[src/rtl/ast_corner_collector.sv]
// Merges per-lane nonmax-suppressed corner detections into one 32-bit ready/valid stream.
// Optional end-of-frame trailer word is enabled by defining CORNER_COLLECTOR_EOF_MARKER_EN.
module ast_corner_collector #(
    parameter int   LANES      = 4,
    parameter int   FIFO_DEPTH = 16,
    parameter int   MAX_QV     = 16383,
    parameter logic CAM_ADDR   = 1'b0,
    localparam int  LB         = $clog2(LANES)
) (
    input  logic                 c,
    input  logic                 rst,
    input  logic                 en,
    input  logic                 fv,
    input  logic [LANES-1:0]     d_v,
    input  logic [8*LANES-1:0]   d_score,
    input  logic [10-LB:0]       d_col,
    input  logic [9:0]           d_row,
    input  logic                 d_invalid,
    output logic [31:0]          q,
    output logic                 qv,
    input  logic                 q_rdy,
    output logic [15:0]          qv_cnt,
    output logic [15:0]          drop_cnt,
    output logic                 frame_done
);

    localparam int LGW = (LB > 0) ? LB : 1;
    localparam int AW  = $clog2(FIFO_DEPTH);
    localparam int PW  = AW + 1;
    localparam int EW  = 29;

    typedef enum logic [2:0] {
        S_IDLE,
        S_ACTIVE,
        S_DRAIN,
`ifdef CORNER_COLLECTOR_EOF_MARKER_EN
        S_TRAILER,
`endif
        S_DONE
    } state_t;

    state_t          state_q, state_d;
    logic            fv_prev_q, fv_prev_d;
    logic            pending_q, pending_d;
    logic [LGW-1:0]  last_grant_q, last_grant_d;
    logic [31:0]     q_q, q_d;
    logic            qv_q, qv_d;
    logic            trl_q, trl_d;
    logic [15:0]     qv_cnt_q, qv_cnt_d;
    logic [15:0]     drop_cnt_q, drop_cnt_d;
    logic            frame_done_q, frame_done_d;
    logic [PW-1:0]   wr_ptr_q [LANES];
    logic [PW-1:0]   wr_ptr_d [LANES];
    logic [PW-1:0]   rd_ptr_q [LANES];
    logic [PW-1:0]   rd_ptr_d [LANES];
    logic [EW-1:0]   mem_q [LANES][FIFO_DEPTH];

    logic [EW-1:0]   lane_word [LANES];
    logic [LANES-1:0] empty, full, wr_try, wr_en;
    logic            all_empty, write_gate;
    logic [LGW-1:0]  cand, grant_idx;
    logic            grant_found, grant, out_free, fwd_ok, accept;
    logic [EW-1:0]   grant_word;
    logic [31:0]     drop_inc, drop_sum;
    logic            fv_rise, fv_fall;

    // FIFO status, write qualification and round-robin search from the lane after the last grant
    always_comb begin
        write_gate = (state_q == S_ACTIVE) & en & ~d_invalid;
        all_empty  = 1'b1;
        drop_inc   = '0;
        for (int i = 0; i < LANES; i++) begin
            empty[i]     = (wr_ptr_q[i] == rd_ptr_q[i]);
            full[i]      = ((wr_ptr_q[i] - rd_ptr_q[i]) == PW'(FIFO_DEPTH));
            wr_try[i]    = write_gate & d_v[i];
            wr_en[i]     = wr_try[i] & ~full[i];
            drop_inc     = drop_inc + 32'(wr_try[i] & full[i]);
            lane_word[i] = {11'((32'(d_col) << LB) | 32'(LANES - 1 - i)), d_row, d_score[8*i +: 8]};
            if (!empty[i]) begin
                all_empty = 1'b0;
            end
        end
        grant_found = 1'b0;
        grant_idx   = last_grant_q;
        cand        = '0;
        for (int k = 1; k <= LANES; k++) begin
            cand = LGW'((int'(last_grant_q) + k) % LANES);
            if (!grant_found && !empty[cand]) begin
                grant_found = 1'b1;
                grant_idx   = cand;
            end
        end
        out_free   = ~qv_q | q_rdy;
        grant      = grant_found & out_free;
        fwd_ok     = (32'(qv_cnt_q) + 32'(qv_q)) < 32'(MAX_QV);
        grant_word = mem_q[grant_idx][rd_ptr_q[grant_idx][AW-1:0]];
        if (grant && !fwd_ok) begin
            drop_inc = drop_inc + 32'd1;
        end
    end

    always_comb begin
        state_d      = state_q;
        fv_prev_d    = fv;
        pending_d    = pending_q;
        frame_done_d = 1'b0;
        wr_ptr_d     = wr_ptr_q;
        rd_ptr_d     = rd_ptr_q;
        last_grant_d = last_grant_q;
        q_d          = q_q;
        qv_d         = qv_q;
        trl_d        = trl_q;
        fv_rise      = fv & ~fv_prev_q;
        fv_fall      = ~fv & fv_prev_q;
        accept       = qv_q & q_rdy;
        qv_cnt_d     = qv_cnt_q + 16'(accept & ~trl_q);
        drop_sum     = 32'(drop_cnt_q) + drop_inc;
        drop_cnt_d   = (drop_sum > 32'h0000_FFFF) ? 16'hFFFF : drop_sum[15:0];

        for (int i = 0; i < LANES; i++) begin
            if (wr_en[i]) begin
                wr_ptr_d[i] = wr_ptr_q[i] + PW'(1);
            end
        end

        if (accept) begin
            qv_d  = 1'b0;
            trl_d = 1'b0;
        end

        // Capped grants still pop so stale detections drain instead of blocking the frame
        if (grant) begin
            rd_ptr_d[grant_idx] = rd_ptr_q[grant_idx] + PW'(1);
            last_grant_d        = grant_idx;
            if (fwd_ok) begin
                q_d   = {CAM_ADDR, 2'b00, grant_word};
                qv_d  = 1'b1;
                trl_d = 1'b0;
            end
        end

        case (state_q)
            S_IDLE: begin
                if (fv_rise || pending_q) begin
                    state_d    = S_ACTIVE;
                    pending_d  = 1'b0;
                    qv_cnt_d   = '0;
                    drop_cnt_d = '0;
                end
            end
            S_ACTIVE: begin
                if (fv_fall) begin
                    state_d = S_DRAIN;
                end
            end
            S_DRAIN: begin
                if (fv_rise) begin
                    pending_d = 1'b1;
                end
                if (all_empty) begin
`ifdef CORNER_COLLECTOR_EOF_MARKER_EN
                    state_d = S_TRAILER;
`else
                    state_d      = S_DONE;
                    frame_done_d = 1'b1;
`endif
                end
            end
`ifdef CORNER_COLLECTOR_EOF_MARKER_EN
            S_TRAILER: begin
                if (fv_rise) begin
                    pending_d = 1'b1;
                end
                if (qv_q && trl_q) begin
                    if (q_rdy) begin
                        state_d      = S_DONE;
                        frame_done_d = 1'b1;
                    end
                end else if (out_free && !grant) begin
                    q_d   = {CAM_ADDR, 2'b11, 13'd0, qv_cnt_d};
                    qv_d  = 1'b1;
                    trl_d = 1'b1;
                end
            end
`endif
            S_DONE: begin
                if (fv_rise) begin
                    pending_d = 1'b1;
                end
                state_d = S_IDLE;
            end
            default: state_d = S_IDLE;
        endcase
    end

    // fv_prev resets high so a frame already in progress at reset never counts as a rise
    always_ff @(posedge c) begin
        if (rst) begin
            state_q      <= S_IDLE;
            fv_prev_q    <= 1'b1;
            pending_q    <= 1'b0;
            last_grant_q <= LGW'(LANES - 1);
            q_q          <= '0;
            qv_q         <= 1'b0;
            trl_q        <= 1'b0;
            qv_cnt_q     <= '0;
            drop_cnt_q   <= '0;
            frame_done_q <= 1'b0;
            for (int i = 0; i < LANES; i++) begin
                wr_ptr_q[i] <= '0;
                rd_ptr_q[i] <= '0;
            end
        end else begin
            state_q      <= state_d;
            fv_prev_q    <= fv_prev_d;
            pending_q    <= pending_d;
            last_grant_q <= last_grant_d;
            q_q          <= q_d;
            qv_q         <= qv_d;
            trl_q        <= trl_d;
            qv_cnt_q     <= qv_cnt_d;
            drop_cnt_q   <= drop_cnt_d;
            frame_done_q <= frame_done_d;
            wr_ptr_q     <= wr_ptr_d;
            rd_ptr_q     <= rd_ptr_d;
        end
    end

    always_ff @(posedge c) begin
        for (int i = 0; i < LANES; i++) begin
            if (wr_en[i]) begin
                mem_q[i][wr_ptr_q[i][AW-1:0]] <= lane_word[i];
            end
        end
    end

    assign q          = q_q;
    assign qv         = qv_q;
    assign qv_cnt     = qv_cnt_q;
    assign drop_cnt   = drop_cnt_q;
    assign frame_done = frame_done_q;

endmodule

[config.mk]
export PLATFORM = sky130hd
export DESIGN_NAME = ast_corner_collector
export DESIGN_NICKNAME = d
export VERILOG_FILES = /design/src/rtl/ast_corner_collector.sv
export SDC_FILE = /design/constraint.sdc
export NUM_CORES = 2
export LEC_CHECK = 0
export BUFFER_PORTS_ARGS = -buffer_cell sky130_fd_sc_hd__buf_2
export CORE_MARGIN = 1.5
export CORE_UTILIZATION = 34
export CTS_CLUSTER_DIAMETER = 100
export DETAILED_ROUTE_END_ITERATION = 8
export PLACE_DENSITY = 0.46
export SLEW_MARGIN = 10
export SYNTH_ARGS = -nofsm -noshare
export SYNTH_HDL_FRONTEND = slang
export SYNTH_SLANG_ARGS = --single-unit
[constraint.sdc]
create_clock -name c -period 8.9 [get_ports c]
set_input_delay 1.78 -clock c [delete_from_list [all_inputs] [get_ports c]]
set_output_delay 1.78 -clock c [all_outputs]
set_load 0.05 [all_outputs]
==> impl_metrics.ini <==
[run_status]
outcome = finished with violations
violations = DRC

[yosys]
syn_area_mm2 = 0.0770
ys_seq_elements = 1902
yosysSeqAreaShare = 0.719
yosysUniqueCellTypes = 75
ys_async_sr_fraction = 0
synthCells = 5663
synth_xor_xnor_area_share = 0.00590
syn_avg_cell_area_um2 = 13.6
synth_top_family_by_area = simple AND/OR/NAND/NOR gates
synthSimpleGateAreaFrac = 0.130
synthTopCellsByArea = edfxtp_1 67%, nand2_1 5.5%, dfxtp_1 4.5%
synth.top_cells.by_count = 1,728 x edfxtp_1, 1,125 x nand2_1, 462 x nand3_1
synth_ff_type = edfxtp_1
yosys.area.top_type_share = 0.674
synth_edf_count = 1728
synth_adder_area_share = 0.00842
synth_compound_area_frac = 0.0815
synth_mux_area_frac = 0.0287
synth.largest_area_cell = edfxtp_1
synth.most_common_cell = edfxtp_1
ys.warnings.count = 0

[hold_path]
hold_start = mem_q[1][396]
hold_class = reg2reg
hold_path_end = mem_q[1][396]
worstHoldPathCells = 1

[timing]
rsz0062_at_grt = false
setup_viol = 0
hold_violations = 0
period_share = 0.691
drv_slew = 0
fin_crit_ns = 6.15
fmax_ghz = 0.163
fin_skew_ns = 0.0381
relSlewSlack = 0.165
setup_tns_ns = 0
worst_pin_slew_ns = 1.25

[clock_network]
cts_resized = 0
cts_htree_levels = 4
cts_hold_buffers = 0
post_cts_buffers = 0
path_clk_slew_ns = 0.06
cts_tree = done
cts_root_buf = clkbuf_16
cts_max_path_buffers = 3
clock_sinks = 1902
cts_buffers = 204
insertion_delay_ns = 0.85

[route]
drtIter0Drc = 5726
viasPerCell = 5.62
drc = 24
drt_wl_total_um = 270000
drtPass1Iterations = 8
dr_total_vias = 49900
routedWlPerCell_um = 30.4
drtAntennaViolNets = 0

[layout]
syn_to_final_growth_pct = 13.7
drive_above_1_share = 0.123
nNetsFinal = 5822

[job]
cap_violations = 0

[placed_design]
hpwlAfterDp_um = 135000
place_congestion = 0.771
portBuffers = 123

[critical_path]
crit_required_ns = 9.69
path_class = reg2reg
r2r_start = rd_ptr_q[10]
reg2reg_setup_slack_ns = 2.75
cp-start-kind = register
arrival_ns = 6.93
worst-r2r-cell-count = 11
r2r_end = q[27]
endpoint_kind = register
critPathMaxFanout = 74

[global_route]
grt_first_pass_wirelength_um = 378000
overflow = 0
grtUsageTotal = 0.231
grt_pass1_vias = 47300
grt_max_degree = 166
antenna_found_initial = 15

[die]
boundaryPins = 127
coreArea_mm2 = 0.225
die_w_um = 479
dieArea_mm2 = 0.229
std_cell_rows = 174
dieHeight_um = 479
start_util = 0.342
per-stage QoR:
| stage | utilization | hold slack, ns | instances | instance area (um2) | worst slack (ns) |
|---|---|---|---|---|---|
| after floorplan | - | 0.402 | 5665 | 77000 | 3.29 |
| after global placement | 0.361 | 0.418 | 8497 | 81200 | 2.47 |
| after detailed placement | 0.361 | 0.419 | 8497 | 81200 | 2.52 |
| after CTS | 0.389 | 0.434 | 8881 | 87500 | 2.68 |
| after global routing | 0.389 | 0.445 | 8882 | 87600 | 2.34 |
| final | 0.389 | 0.435 | 8886 | 87600 | 2.75 |
cell families (layout without fill, tap and decap cells):
family          Yosys count  in the layout
simple gates           2191           2191
flops                  1902           1902
compound gates          784            784
buf+inv                 473            697
mux                     211            211
xor+xnor                 51             51
fa+ha+maj                50             50
other cells               1              8
layout by cell type, fill, tap and decap left out, drive strengths merged, types with 15 or more instances in the layout:
master   count
a211oi     228
nand2b      26
a31oi       49
nand4       22
o21ai       41
or3         16
dfxtp      174
a221oi     165
nor3        87
edfxtp    1728
a2111oi     23
xnor2       21
nor2b       21
or2         58
nand2     1127
a21oi       32
and3       227
ha          47
nand3      465
nor2       118
a311oi     202
inv         60
xor2        30
mux2i      196
clkinv      89
buf        263
clkbuf     276
a31o        15
registers in the layout (all words and copies together) (netlist names):
| register | cells |
|---|---|
| state_q | 2 |
| rd_ptr_q | 20 |
| fv_prev_q | 1 |
| qv | 1 |
| drop_cnt | 16 |
| q | 29 |
| qv_cnt | 16 |
| frame_done | 1 |
| last_grant_q | 2 |
| trl_q | 1 |
| mem_q | 1792 |
| pending_q | 1 |
| wr_ptr_q | 20 |
layout make-up:
class,instances,area (um2)
diodes,5,12.5
clock buffers,276,5530
clock inverters,108,821
fillers,21100,137000
inverters,50,198
multi-input cells,3290,20100
flip-flops and latches,1902,55400
well taps,2992,3740
repair buffers,263,1770
per-layer routing:
layer,track usage,wire (um)
met2,0.358,123000
met1,0.341,123000
met5,0,0
met4,0.0601,6770
met3,0.0315,17200
how the worst max path moves through the flow:
stage                 startpoint      endpoint  cells after the start
global route        rd_ptr_q[10]   drop_cnt[0]                     26
CTS                 rd_ptr_q[10]         q[17]                     13
global placement              en   drop_cnt[1]                     21
detailed placement            en   drop_cnt[0]                     21
finish              rd_ptr_q[10]         q[27]                     11
floorplan                     en  drop_cnt[10]                     21
worst max-delay path, cell delays in order (launching register included):
cell      delay, ns
dfxtp_1        0.74
ha_1           0.25
nand4_1        0.16
or4_1          0.60
nand3_4        0.55
nand2_8        0.48
o211ai_1       0.57
a21boi_2       0.64
nand3_2        0.94
buf_4          0.52
or3_1          0.48
nand2_1        0.09
Power is left out: the tool's default activity adds up to more than one toggle a clock period on the data nets, which glitch-free logic cannot reach.
